--- src/rtl/mips_multicycle_control_if.sv ---
// Control-to-datapath bundle for the multi-cycle MIPS controller.
// master = control unit, slave = datapath/memory side.
interface mips_multicycle_control_if;
  logic [5:0] opcode;
  logic       zero;
  logic       mem_ready;
  logic       pc_write;
  logic [1:0] pc_src;
  logic       ir_write;
  logic       i_or_d;
  logic       mem_read;
  logic       mem_write;
  logic       mem_to_reg;
  logic       link;
  logic [1:0] reg_dst;
  logic       reg_write;
  logic       alu_src_a;
  logic [1:0] alu_src_b;
  logic [2:0] alu_op;
  logic       illegal;
  logic       bus_err;
  logic [3:0] state;

  modport master (
    input  opcode, zero, mem_ready,
    output pc_write, pc_src, ir_write, i_or_d, mem_read, mem_write, mem_to_reg,
           link, reg_dst, reg_write, alu_src_a, alu_src_b, alu_op, illegal,
           bus_err, state
  );

  modport slave (
    output opcode, zero, mem_ready,
    input  pc_write, pc_src, ir_write, i_or_d, mem_read, mem_write, mem_to_reg,
           link, reg_dst, reg_write, alu_src_a, alu_src_b, alu_op, illegal,
           bus_err, state
  );
endinterface

--- src/rtl/mips_multicycle_control.sv ---
// Multi-cycle MIPS control FSM with memory-wait timeout and sticky traps.
// Optional feature: define MIPS_CTRL_BNE_EN to decode bne (opcode 000101).
module mips_multicycle_control #(
  parameter int MEM_TIMEOUT = 15,
  parameter int CNT_W       = 4
) (
  input logic                         clk,
  input logic                         rst,
  mips_multicycle_control_if.master   bus
);

  typedef enum logic [3:0] {
    IDLE     = 4'd0,
    FETCH    = 4'd1,
    DECODE   = 4'd2,
    MEM_ADDR = 4'd3,
    MEM_RD   = 4'd4,
    WB_MEM   = 4'd5,
    MEM_WR   = 4'd6,
    EXEC_R   = 4'd7,
    EXEC_I   = 4'd8,
    WB_ALU   = 4'd9,
    BRANCH   = 4'd10,
    JUMP     = 4'd11,
    JAL      = 4'd12,
    TRAP     = 4'd13
  } state_e;

  localparam logic [5:0] OP_RTYPE = 6'b000000;
  localparam logic [5:0] OP_LW    = 6'b100011;
  localparam logic [5:0] OP_SW    = 6'b101011;
  localparam logic [5:0] OP_ADDI  = 6'b001000;
  localparam logic [5:0] OP_ANDI  = 6'b001100;
  localparam logic [5:0] OP_ORI   = 6'b001101;
  localparam logic [5:0] OP_BEQ   = 6'b000100;
  localparam logic [5:0] OP_J     = 6'b000010;
  localparam logic [5:0] OP_JAL   = 6'b000011;
`ifdef MIPS_CTRL_BNE_EN
  localparam logic [5:0] OP_BNE   = 6'b000101;
`endif

  localparam logic [2:0] ALU_ADD   = 3'b000;
  localparam logic [2:0] ALU_SUB   = 3'b001;
  localparam logic [2:0] ALU_FUNCT = 3'b010;
  localparam logic [2:0] ALU_AND   = 3'b011;
  localparam logic [2:0] ALU_OR    = 3'b100;

  state_e           state_q, state_d;
  logic [CNT_W-1:0] cnt_q, cnt_d;
  logic             illegal_q, illegal_d;
  logic             bus_err_q, bus_err_d;
  logic             wait_st_s;
  logic             timeout_s;

  // State, timeout counter and sticky trap flags.
  always_ff @(posedge clk) begin
    if (rst) begin
      state_q   <= IDLE;
      cnt_q     <= '0;
      illegal_q <= 1'b0;
      bus_err_q <= 1'b0;
    end else begin
      state_q   <= state_d;
      cnt_q     <= cnt_d;
      illegal_q <= illegal_d;
      bus_err_q <= bus_err_d;
    end
  end

  // Next-state, counter and output decode.
  always_comb begin
    state_d       = state_q;
    illegal_d     = illegal_q;
    bus_err_d     = bus_err_q;
    cnt_d         = '0;
    bus.pc_write   = 1'b0;
    bus.pc_src     = 2'b00;
    bus.ir_write   = 1'b0;
    bus.i_or_d     = 1'b0;
    bus.mem_read   = 1'b0;
    bus.mem_write  = 1'b0;
    bus.mem_to_reg = 1'b0;
    bus.link       = 1'b0;
    bus.reg_dst    = 2'b00;
    bus.reg_write  = 1'b0;
    bus.alu_src_a  = 1'b0;
    bus.alu_src_b  = 2'b00;
    bus.alu_op     = ALU_ADD;

    wait_st_s = (state_q == FETCH) || (state_q == MEM_RD) || (state_q == MEM_WR);
    // mem_ready takes priority over an expiring count
    timeout_s = (MEM_TIMEOUT != 0) && wait_st_s && !bus.mem_ready &&
                (cnt_q == CNT_W'(MEM_TIMEOUT));

    case (state_q)
      IDLE: begin
        state_d = FETCH;
      end
      FETCH: begin
        bus.mem_read  = 1'b1;
        bus.alu_src_b = 2'b01;
        bus.ir_write  = bus.mem_ready;
        bus.pc_write  = bus.mem_ready;
        if (bus.mem_ready) begin
          state_d = DECODE;
        end else begin
          state_d = FETCH;
        end
      end
      DECODE: begin
        bus.alu_src_b = 2'b11;
        case (bus.opcode)
          OP_RTYPE:                  state_d = EXEC_R;
          OP_LW, OP_SW:              state_d = MEM_ADDR;
          OP_ADDI, OP_ANDI, OP_ORI:  state_d = EXEC_I;
          OP_BEQ:                    state_d = BRANCH;
`ifdef MIPS_CTRL_BNE_EN
          OP_BNE:                    state_d = BRANCH;
`endif
          OP_J:                      state_d = JUMP;
          OP_JAL:                    state_d = JAL;
          default: begin
            state_d   = TRAP;
            illegal_d = 1'b1;
          end
        endcase
      end
      MEM_ADDR: begin
        bus.alu_src_a = 1'b1;
        bus.alu_src_b = 2'b10;
        if (bus.opcode == OP_SW) begin
          state_d = MEM_WR;
        end else begin
          state_d = MEM_RD;
        end
      end
      MEM_RD: begin
        bus.mem_read = 1'b1;
        bus.i_or_d   = 1'b1;
        if (bus.mem_ready) begin
          state_d = WB_MEM;
        end else begin
          state_d = MEM_RD;
        end
      end
      WB_MEM: begin
        bus.reg_write  = 1'b1;
        bus.mem_to_reg = 1'b1;
        state_d        = FETCH;
      end
      MEM_WR: begin
        bus.mem_write = 1'b1;
        bus.i_or_d    = 1'b1;
        if (bus.mem_ready) begin
          state_d = FETCH;
        end else begin
          state_d = MEM_WR;
        end
      end
      EXEC_R: begin
        bus.alu_src_a = 1'b1;
        bus.alu_op    = ALU_FUNCT;
        state_d       = WB_ALU;
      end
      EXEC_I: begin
        bus.alu_src_a = 1'b1;
        bus.alu_src_b = 2'b10;
        case (bus.opcode)
          OP_ANDI: bus.alu_op = ALU_AND;
          OP_ORI:  bus.alu_op = ALU_OR;
          default: bus.alu_op = ALU_ADD;
        endcase
        state_d = WB_ALU;
      end
      WB_ALU: begin
        bus.reg_write = 1'b1;
        bus.reg_dst   = (bus.opcode == OP_RTYPE) ? 2'b01 : 2'b00;
        state_d       = FETCH;
      end
      BRANCH: begin
        bus.alu_src_a = 1'b1;
        bus.alu_op    = ALU_SUB;
        bus.pc_src    = 2'b01;
`ifdef MIPS_CTRL_BNE_EN
        bus.pc_write  = (bus.opcode == OP_BNE) ? !bus.zero : bus.zero;
`else
        bus.pc_write  = bus.zero;
`endif
        state_d       = FETCH;
      end
      JUMP: begin
        bus.pc_src   = 2'b10;
        bus.pc_write = 1'b1;
        state_d      = FETCH;
      end
      JAL: begin
        bus.pc_src    = 2'b10;
        bus.pc_write  = 1'b1;
        bus.reg_write = 1'b1;
        bus.reg_dst   = 2'b10;
        bus.link      = 1'b1;
        state_d       = FETCH;
      end
      TRAP: begin
        state_d = TRAP;
      end
      default: begin
        state_d = TRAP;
      end
    endcase

    if (timeout_s) begin
      state_d   = TRAP;
      bus_err_d = 1'b1;
    end else begin
      bus_err_d = bus_err_d;
    end

    // Count only consecutive stalled cycles within one wait state
    if (wait_st_s && !bus.mem_ready && (state_d == state_q) && (MEM_TIMEOUT != 0)) begin
      cnt_d = cnt_q + CNT_W'(1);
    end else begin
      cnt_d = '0;
    end
  end

  assign bus.illegal = illegal_q;
  assign bus.bus_err = bus_err_q;
  assign bus.state   = state_q;

endmodule

--- src/flat_wrapper.sv ---
// flat-port wrapper written by rule: the top's interface ports become plain ports
module mips_multicycle_control_flat 
#(
  parameter int MEM_TIMEOUT = 15,
  parameter int CNT_W       = 4
)
  (clk, rst, bus_opcode, bus_zero, bus_mem_ready, bus_pc_write, bus_pc_src, bus_ir_write, bus_i_or_d, bus_mem_read, bus_mem_write, bus_mem_to_reg, bus_link, bus_reg_dst, bus_reg_write, bus_alu_src_a, bus_alu_src_b, bus_alu_op, bus_illegal, bus_bus_err, bus_state);
  mips_multicycle_control_if bus_i ();
  input logic clk;
  input logic rst;
  input wire logic [$bits(bus_i.opcode)-1:0] bus_opcode;
  input wire logic [$bits(bus_i.zero)-1:0] bus_zero;
  input wire logic [$bits(bus_i.mem_ready)-1:0] bus_mem_ready;
  output wire logic [$bits(bus_i.pc_write)-1:0] bus_pc_write;
  output wire logic [$bits(bus_i.pc_src)-1:0] bus_pc_src;
  output wire logic [$bits(bus_i.ir_write)-1:0] bus_ir_write;
  output wire logic [$bits(bus_i.i_or_d)-1:0] bus_i_or_d;
  output wire logic [$bits(bus_i.mem_read)-1:0] bus_mem_read;
  output wire logic [$bits(bus_i.mem_write)-1:0] bus_mem_write;
  output wire logic [$bits(bus_i.mem_to_reg)-1:0] bus_mem_to_reg;
  output wire logic [$bits(bus_i.link)-1:0] bus_link;
  output wire logic [$bits(bus_i.reg_dst)-1:0] bus_reg_dst;
  output wire logic [$bits(bus_i.reg_write)-1:0] bus_reg_write;
  output wire logic [$bits(bus_i.alu_src_a)-1:0] bus_alu_src_a;
  output wire logic [$bits(bus_i.alu_src_b)-1:0] bus_alu_src_b;
  output wire logic [$bits(bus_i.alu_op)-1:0] bus_alu_op;
  output wire logic [$bits(bus_i.illegal)-1:0] bus_illegal;
  output wire logic [$bits(bus_i.bus_err)-1:0] bus_bus_err;
  output wire logic [$bits(bus_i.state)-1:0] bus_state;
  assign bus_i.opcode = bus_opcode;
  assign bus_i.zero = bus_zero;
  assign bus_i.mem_ready = bus_mem_ready;
  assign bus_pc_write = bus_i.pc_write;
  assign bus_pc_src = bus_i.pc_src;
  assign bus_ir_write = bus_i.ir_write;
  assign bus_i_or_d = bus_i.i_or_d;
  assign bus_mem_read = bus_i.mem_read;
  assign bus_mem_write = bus_i.mem_write;
  assign bus_mem_to_reg = bus_i.mem_to_reg;
  assign bus_link = bus_i.link;
  assign bus_reg_dst = bus_i.reg_dst;
  assign bus_reg_write = bus_i.reg_write;
  assign bus_alu_src_a = bus_i.alu_src_a;
  assign bus_alu_src_b = bus_i.alu_src_b;
  assign bus_alu_op = bus_i.alu_op;
  assign bus_illegal = bus_i.illegal;
  assign bus_bus_err = bus_i.bus_err;
  assign bus_state = bus_i.state;
  mips_multicycle_control #(.MEM_TIMEOUT(MEM_TIMEOUT), .CNT_W(CNT_W)) u_core (.clk(clk), .rst(rst), .bus(bus_i));
endmodule
--- config.mk ---
export PLATFORM = sky130hd
export DESIGN_NAME = mips_multicycle_control_flat
export DESIGN_NICKNAME = d
export VERILOG_FILES = /design/src/rtl/mips_multicycle_control_if.sv /design/src/rtl/mips_multicycle_control.sv /design/src/flat_wrapper.sv
export SDC_FILE = /design/constraint.sdc
export NUM_CORES = 1
export LEC_CHECK = 0
export CORE_ASPECT_RATIO = 0.7
export CORE_MARGIN = 5
export CORE_UTILIZATION = 46
export CTS_CLUSTER_DIAMETER = 120
export CTS_CLUSTER_SIZE = 12
export DETAILED_ROUTE_END_ITERATION = 12
export PLACE_DENSITY_LB_ADDON = 0.3
export SLEW_MARGIN = 20
export SYNTH_ARGS = -nofsm -noshare
export SYNTH_HDL_FRONTEND = slang
export SYNTH_SLANG_ARGS = --single-unit
--- constraint.sdc ---
create_clock -name clk -period 3.2 [get_ports clk]
set_input_delay 0.64 -clock clk [delete_from_list [all_inputs] [get_ports clk]]
set_output_delay 0.64 -clock clk [all_outputs]
set_load 0.01 [all_outputs]
# [After elaboration in Yosys (flattened, before gate mapping)]
# Cells that the tools add are included.
[totals] inputBits=10 output_inout_bits=24 regBits=10 wordCells=72
[op_classes] add_sub_neg=1 n_eq_ne=22 n_bitwise=2 reduce_logical=21 mux=22
[op_table] operator="$pmux 4 s7" count=1
[op_table] operator="$eq 4x4->1 const B" count=6
[op_table] operator="$pmux 4 s6" count=1
[op_table] operator="$eq 6x4->1 const B" count=3
[op_table] operator="$eq 4x3->1 const B" count=4
[op_table] operator="$reduce_or 2->1" count=7
[op_table] operator="$eq 6x2->1 const B" count=2
[op_table] operator="$eq 6x6->1 const B" count=2
[op_table] operator="$mux 1" count=10
[op_table] operator="$pmux 3 s3" count=1
[op_table] operator="$reduce_or 9->1" count=1
[op_table] operator="$eq 4x2->1 const B" count=2
[op_table] operator="$pmux 2 s2" count=2
[op_table] operator="$eq 6x3->1 const B" count=1
[op_table] operator="$logic_not 6->1" count=1
[op_table] operator="$pmux 2 s3" count=1
[op_table] operator="$pmux 3 s2" count=1
[op_table] operator="$reduce_or 3->1" count=2
[op_table] operator="$reduce_or 6->1" count=1
[op_table] operator="$add 4x1->4 const B" count=1
[op_table] operator="$eq 4x1->1 const B" count=1
[op_table] operator="$eq 4x4->1" count=1
[op_table] operator="$logic_not 4->1" count=1
[op_table] operator="$mux 2" count=2
[op_table] operator="9 further kinds" count=13

# [Logic depth before layout (Yosys ltp)]
# Gate-level depths: netlist of run 1.
[depth] ltp_word=10 ltp_mapped=6

# [Least setup slack after synthesis of run 1]
# OpenSTA, ideal clock, no wires.
[synth_timing] path_kind="input port to output port" start="input port bus_opcode[1]" end="output port bus_reg_dst[0]" setup_slack_ns=0.775 path_stages=3 t_arrival_ns=1.785 path_buffers=1 cell_sequence="clkbuf_1 > or4_1 > nor4_1"
[synth_via] elab_chain_cells=3
[synth_rtl] item="start: declaration" line="flat_wrapper.sv:11" source="input wire logic [$bits(bus_i.opcode)-1:0] bus_opcode;"
[synth_rtl] item="$logic_not 6->1" line="mips_multicycle_control.sv:177" source="bus.reg_dst = (bus.opcode == OP_RTYPE) ? 2'b01 : 2'b00;"
[synth_rtl] item="$mux 1" line="mips_multicycle_control.sv:177"
[synth_rtl] item="$pmux 2 s2" line="mips_multicycle_control.sv:95" source="case (state_q)"
[synth_rtl] item="end: declaration" line="flat_wrapper.sv:22" source="output wire logic [$bits(bus_i.reg_dst)-1:0] bus_reg_dst;"
# No other way between the ends.

# [Worst setup path after layout of run 1]
[layout_timing] start="input port bus_opcode[1]" end="output port bus_alu_op[2]"
[layout_via] elab_chain_cells=3 elab_cells_between_ends=4 cone_classes="eq/ne: 2; mux: 2"
[layout_rtl] item="$eq 6x4->1" line="mips_multicycle_control.sv:168" source="case (bus.opcode)"
[layout_rtl] item="$pmux 3 s2 (*)" line="mips_multicycle_control.sv:168"
[layout_rtl] item="$pmux 3 s3 (*)" line="mips_multicycle_control.sv:95"
[layout_rtl] item="end: declaration" line="flat_wrapper.sv:26" source="output wire logic [$bits(bus_i.alu_op)-1:0] bus_alu_op;"
# Mark *: on every way between the ends. The rest lies on a longest branch, timed or not.

==> summary.md, run 1 <==
| Metric | Value |
|---|---|
| Result of the run | `finished clean` |
| Unrepaired setup endpoints after global routing | `false` |
| Number of placement rows | `13` |
| Highest Clock Rate | `0.3298 GHz` |
| Max Buffers Root-to-Sink | `2` |
| Clock Root Buffer | `sky130_fd_sc_hd__clkbuf_4` |
| Via count of the first global-routing pass | `892` |
| Async set-reset flop share out of synthesis | `0` |
| Required time reported for the critical path endpoint | `2.56 ns` |
| Count of cells along the worst register-to-register path | `4` |
| Hold slack | `0.4520 ns` |
| Wire length of the first global-routing pass | `4.084 mm` |
| Synthesized area divided by synthesized cell count | `7.197 um2` |
| Area of the die | `2877 um2` |
| DRC violation count after routing | `0` |
| Number of enable flip-flop cells after synthesis | `0` |
| Die X-Extent | `62.01 um` |
| Crit path arrival time | `2.39 ns` |
| Kind of critical path | `input port to output port` |
| Max-cap check violation count | `0` |
| Maximum number of pins on one net before global-route repair | `22` |
| Floorplan die height | `46.41 um` |
| Antenna Violating Nets Remaining | `0` |
| Headroom to the max-slew limit | `0.5803` |
| WL/cell | `14.87 um` |
| Cts bufs inserted | `3` |
| Post-synthesis cell type count | `44` |
| Vias per cell | `5.943` |
| Fillers | `163` |
| Top-level port count | `34` |
| Post-DP HPWL | `1.974 mm` |
| Final Max Slew Viols | `0` |
| Nature of the critical path endpoint | `output port` |
| Overall overflow remaining after global route | `0` |
| N_diodes | `0` |
| Power density normalized to cell area | `282.5 nW/um2` |
| Area taken by multi-input logic gates | `590.6 um2` |
| Hold Buf Count CTS | `0` |
| Hold path depth | `2` |
| Detailed-route via count | `1034` |
| Net count after synthesis | `132` |
| Synth Flop Type | `sky130_fd_sc_hd__dfxtp_1` |
| Area inside the core boundary | `1822 um2` |
| Antenna violations before repair | `0` |
| Initial core utilization | `0.4780` |
| 1st-pass router iterations | `4` |
| Number of register bits inferred by synthesis | `10` |
| TritonCTS clock tree | `built` |
| Leading cell types in the layout, fill and taps excluded | `sky130_fd_sc_hd__clkdlybuf4s50_1, sky130_fd_sc_hd__nor2_1, sky130_fd_sc_hd__dfxtp_1, sky130_fd_sc_hd__a21oi_1` |
| Sequential-to-total area share from yosys stat | `0.2299` |
| Final weighted congestion in routability-driven placement | `0.8038` |
| Period utilization | `0.9474` |
| GRT Resource Usage Total | `0.1972` |
| Worst-skew pair later-pin latency | `0.26 ns` |
| Most frequent standard cell in the layout excluding fill and tap cells | `sky130_fd_sc_hd__clkdlybuf4s50_1` |
| Iter 0 DRT Violations | `67` |
| Classification of the worst-slack hold path | `flip-flop to flip-flop` |
| Leading post-synthesis cells by cell area | `sky130_fd_sc_hd__dfxtp_1, sky130_fd_sc_hd__nor2_1, sky130_fd_sc_hd__a21oi_1, sky130_fd_sc_hd__nor3_1, sky130_fd_sc_hd__clkbuf_1` |
| Crit-path max FO | `3` |
| Proportion of netlist area held by the largest area contributor | `0.2299` |
| Clock period minus worst slack | `3.032 ns` |
| Total leakage power | `0.4873 nW` |
| Cell area after synthesis | `870.8 um2` |
| Launching element type of the critical path | `input port` |
| H-tree levels | `1` |
| Final total negative setup slack | `0 ns` |
| Share of layout cells above drive strength 1 | `0.09868` |
| Relative area change from synthesis to final layout | `43.68%` |
| Post-Syn Instances | `121` |
| Num Clock Sinks | `10` |
| Final routed wirelength across all metal layers | `2.587 mm` |
| Warnings from Yosys | `0` |
| Transition time of the tightest slew-check pin | `0.6287 ns` |
| Register area | `200.2 um2` |
| Count of final hold-check violations | `0` |
| Dominant cell type by area after synthesis | `sky130_fd_sc_hd__dfxtp_1` |
| Finish-stage setup viols | `0` |
| Clk slew on worst S/H paths | `0.06 ns` |
| Final net count | `165` |
| Max IR drop VDD | `0.2359 mV` |
| Clock Skew | `0.0004095 ns` |
| Number of input and output port buffers inserted | `33` |
## synth_stat cells, types with 2 or more instances
cell type / instances
sky130_fd_sc_hd__o211ai_1: 2
sky130_fd_sc_hd__and3_1: 2
sky130_fd_sc_hd__dfxtp_1: 10
sky130_fd_sc_hd__xnor2_1: 2
sky130_fd_sc_hd__xor2_1: 2
sky130_fd_sc_hd__a41oi_1: 2
sky130_fd_sc_hd__a211o_1: 2
sky130_fd_sc_hd__nor2_1: 14
sky130_fd_sc_hd__nor2_2: 3
sky130_fd_sc_hd__o31ai_1: 3
sky130_fd_sc_hd__nand3b_1: 2
sky130_fd_sc_hd__nand3_1: 4
sky130_fd_sc_hd__nand4b_1: 2
sky130_fd_sc_hd__nor4_1: 2
sky130_fd_sc_hd__a211oi_1: 2
sky130_fd_sc_hd__nand2b_1: 5
sky130_fd_sc_hd__inv_1: 6
sky130_fd_sc_hd__nor3_1: 7
sky130_fd_sc_hd__nand2_1: 6
sky130_fd_sc_hd__o22ai_1: 2
sky130_fd_sc_hd__a21oi_1: 8
sky130_fd_sc_hd__clkbuf_1: 9
sky130_fd_sc_hd__a2111oi_0: 2
sky130_fd_sc_hd__nor3b_1: 2
## report_power, final
part | internal (mW) | switching [mW] | total [mW] | leakage, nW
registers | 0.130 | 0.0133 | 0.143 | 0.0813
clock network | 0.0433 | 0.0404 | 0.0838 | 0.0138
logic | 0.0668 | 0.0598 | 0.127 | 0.392
## cells by family (layout without fill, tap and decap cells)
kind of cell               count (synthesis)  after routing  synth area share
and+or+nand+nor                           56             56            0.3578
AOI/OAI and AO/OA                         32             32            0.2658
buffers and inverters                     18             49           0.09195
DFF                                       10             10            0.2299
xor gates and xnor gates                   4              4           0.04024
adders and majority gates                  1              1           0.01437
## layout make-up
| type | count | area share |
|---|---|---|
| Timing Repair Buffer | 40 | 0.3100 |
| Tap cell | 22 | 0.02200 |
| Clock buffer | 3 | 0.01800 |
| Multi-Input combinational cell | 93 | 0.4720 |
| Inverter | 6 | 0.01800 |
| Sequential cell | 10 | 0.1600 |
## critical path, stage by stage
cell and delay [ns]:
sky130_fd_sc_hd__clkdlybuf4s50_1 0.41, sky130_fd_sc_hd__or4_1 0.58, sky130_fd_sc_hd__nor3_1 0.19, sky130_fd_sc_hd__clkdlybuf4s50_1 0.56
## sequential cells by signal, indices dropped and copies added, names as in the netlist
signal / cells
u_core.bus.state: 4
u_core.cnt_q: 4
u_core.bus.bus_err: 1
u_core.bus.illegal: 1
## worst paths after layout
kind / startpoint / end / slack (ns)
worst max-delay path: bus_opcode[1] / bus_alu_op[2] / 0.17
worst min-delay path: u_core.bus.illegal / u_core.bus.illegal / 0.45
worst max register to register: u_core.bus.state[0] / u_core.cnt_q[3] / 1.00
worst min register to register: u_core.bus.illegal / u_core.bus.illegal / 0.45
## per-layer routing
metal	wire (um)	up-vias	global-route usage	part of all wire
met4	31	0	0.07627	0.012
met5	0	-	0	0
met1	1162	476	0.2653	0.45
met3	264	4	0.05042	0.10
met2	1128	46	0.2996	0.44
li1	-	508	-	-
## timing repair
action	CTS	global route
resized for setup	0	2
setup buffers	0	0
endpoints found under the setup margin	0	2
## per-stage QoR
| stage | power [mW] | utilization | std cells | setup slack (ns) | area, um2 |
|---|---|---|---|---|---|
| after floorplan | 0.2123 | - | 121 | 0.7747 | 870.8 |
| after global placement | 0.2681 | 0.6717 | 171 | 0.09688 | 1224 |
| after detailed placement | 0.2711 | 0.6717 | 171 | 0.08258 | 1224 |
| after CTS | 0.3558 | 0.6841 | 174 | 0.08258 | 1246 |
| after global routing | 0.3752 | 0.6868 | 174 | 0.08602 | 1251 |
| final | 0.3534 | 0.6868 | 174 | 0.1683 | 1251 |
Note: power is estimated with default switching activity, not from simulation.
==> inputs of run 2 (changes only) <==
CORE_ASPECT_RATIO = unset   (was 0.7)
CORE_MARGIN = 2   (was 5)
CORE_UTILIZATION = 60   (was 46)
DONT_BUFFER_PORTS = 1   (was unset)
==> summary.md, run 2 (synthesized netlist as in run 1, its figures left out) <==
| Metric | Value |
|---|---|
| Clock Skew | `0.001947 ns` |
| Wire length of the first global-routing pass | `3.360 mm` |
| Cell type of the slowest stage on the worst timing path | `sky130_fd_sc_hd__dfxtp_1` |
| Clock Root Buffer | `sky130_fd_sc_hd__clkbuf_4` |
| Buffering stage count on the worst path with inverters included | `0` |
| Max Buffers Root-to-Sink | `2` |
| Critical path cell sequence | `nand2b_1 -> or4_1 -> nor4_1` |
| Buffers inserted during post-CTS setup optimization | `0` |
| Cell type group with the largest total delay on the critical path | `simple AND/OR/NAND/NOR gates` |
| Antenna Violating Nets Remaining | `0` |
| Slowest stage delay, CP | `0.67 ns` |
| Combinational cell fraction of total power | `0.206` |
| Floorplan die height | `42.10 um` |
| Post-CTS Resized | `0` |
| H-tree levels | `1` |
| Classification of the worst-slack hold path | `input port to flip-flop` |
| Transition time of the tightest slew-check pin | `0.7169 ns` |
| Required time reported for the critical path endpoint | `2.56 ns` |
| Crit-path max FO | `16` |
| Cts bufs inserted | `3` |
| Number of input and output port buffers inserted | `0` |
| Clock period minus worst slack | `2.826 ns` |
| Switching power summed over all nets | `100.4 uW` |
| Final net count | `126` |
| Flop pwr share | `0.448` |
| Kind of critical path | `flip-flop to output port` |
| DRC violation count after routing | `0` |
| Relative area change from synthesis to final layout | `0.5747%` |
| Number of placement rows | `13` |
| Headroom to the max-slew limit | `0.5214` |
| Hold Buf Count CTS | `0` |
| GRT Resource Usage Total | `0.2364` |
| Max-cap check violation count | `0` |
| Vias per cell | `6.884` |
| Die X-Extent | `42.10 um` |
| Initial core utilization | `0.6529` |
| Peak-usage layer in the global routing report | `met2` |
| Met3 layer usage reported by global route | `0.04741` |
| Final Max Slew Viols | `0` |
| Result of the run | `finished clean` |
| 1st-pass router iterations | `4` |
| Antenna violations before repair | `0` |
| Nature of the critical path endpoint | `output port` |
| Launching element type of the critical path | `flip-flop` |
| Finish-stage setup viols | `0` |
| Detailed-route via count | `888` |
| Count of final hold-check violations | `0` |
| Overall overflow remaining after global route | `0` |
| Unrepaired setup endpoints after global routing | `false` |
| Area inside the core boundary | `1334 um2` |
| Final weighted congestion in routability-driven placement | `0.8770` |
| Post-placement worst setup slack | `0.6911 ns` |
| Fin worst setup slack | `0.3742 ns` |
| Share of layout cells above drive strength 1 | `0.08772` |
| WL/cell | `15.36 um` |
| Global routing usage on met1 | `0.3219` |
| Maximum number of pins on one net before global-route repair | `22` |
| Crit path arrival time | `2.19 ns` |
| Final routed wirelength across all metal layers | `1.981 mm` |
| TritonCTS clock tree | `built` |
| Leading cell types in the layout, fill and taps excluded | `sky130_fd_sc_hd__nor2_1, sky130_fd_sc_hd__dfxtp_1, sky130_fd_sc_hd__a21oi_1, sky130_fd_sc_hd__nor3_1` |
| Global routing usage on met2 | `0.3750` |
| Clock share of power | `0.346` |
| Post-DP HPWL | `1.458 mm` |
| Total leakage power | `0.3091 nW` |
| Num Clock Sinks | `10` |
| Final total negative setup slack | `0 ns` |
| Period utilization | `0.8831` |
| Highest Clock Rate | `0.3539 GHz` |
| Internal Dissipation | `227.7 uW` |
| Most frequent standard cell in the layout excluding fill and tap cells | `sky130_fd_sc_hd__nor2_1` |
| Fraction of power spent switching nets | `0.3060` |
| Iter 0 DRT Violations | `26` |
| Clk slew on worst S/H paths | `0.07 ns` |
| Fillers | `126` |
| Top-level port count | `34` |
| Via count of the first global-routing pass | `790` |
| Area of the die | `1772 um2` |
| Power density normalized to cell area | `374.6 nW/um2` |
| Max IR drop VDD | `0.2444 mV` |
| N_diodes | `0` |
| Worst-skew pair later-pin latency | `0.26 ns` |
==> run 2: cell types whose count changed in the layout (fill, tap and decap cells not counted) <==
cell,delta
sky130_fd_sc_hd__buf_4,-6
sky130_fd_sc_hd__clkdlybuf4s50_1,-31
sky130_fd_sc_hd__dlymetal6s2s_1,-2
sky130_fd_sc_hd__clkbuf_8,+1
==> run 2: power groups by stage <==
stage	Sequential, mW	Clock [mW]	Combinational (mW)
after floorplan	0.138	0	0.0743
after global placement	0.149	0	0.0664
after detailed placement	0.149	0	0.0668
after CTS	0.147	0.114	0.0674
after global routing	0.149	0.121	0.0756
final	0.147	0.114	0.0676
==> run 2: worst paths after layout <==
check / start / slack, ns / cells after the start / end
max: u_core.bus.state[3] / 0.37 / 3 / bus_reg_dst[0]
min: rst / 0.44 / 1 / u_core.bus.illegal
max reg2reg: u_core.bus.state[0] / 0.93 / 4 / u_core.cnt_q[3]
min reg2reg: u_core.cnt_q[0] / 0.46 / 1 / u_core.cnt_q[0]
==> run 2: stage by stage <==
step | util | total power [mW] | instances | instance area [um2] | hold WS (ns)
after floorplan | - | 0.2123 | 121 | 870.8 | 0.4276
after global placement | 0.6295 | 0.2156 | 125 | 839.6 | 0.4401
after detailed placement | 0.6295 | 0.2163 | 125 | 839.6 | 0.4433
after CTS | 0.6567 | 0.3284 | 129 | 875.8 | 0.4333
after global routing | 0.6567 | 0.3456 | 129 | 875.8 | 0.4259
final | 0.6567 | 0.3281 | 129 | 875.8 | 0.4362
==> run 2: layout make-up <==
cell class	count	area, um2	share of cell area
timing repair buffer	1	7.507	0.008571
tap	15	18.77	0.02143
inverter	6	22.52	0.02571
sequential	10	200.2	0.2286
multi-input combinational	93	590.6	0.6743
clock buffer	4	36.28	0.04143
==> run 2: worst register-to-register path: cells and delay by family, from the launching register on <==
kind	cells	cell delay, ns
AND/OR/NAND/NOR	3	1.08
flip-flops	1	0.78
AO/OA/AOI/OAI	1	0.35
==> run 2: per-layer routing <==
| layer | vias up | wire length, um |
|---|---|---|
| met5 | - | 0 |
| met1 | 406 | 936 |
| li1 | 431 | - |
| met3 | 2 | 181 |
| met4 | 0 | 14 |
| met2 | 49 | 848 |
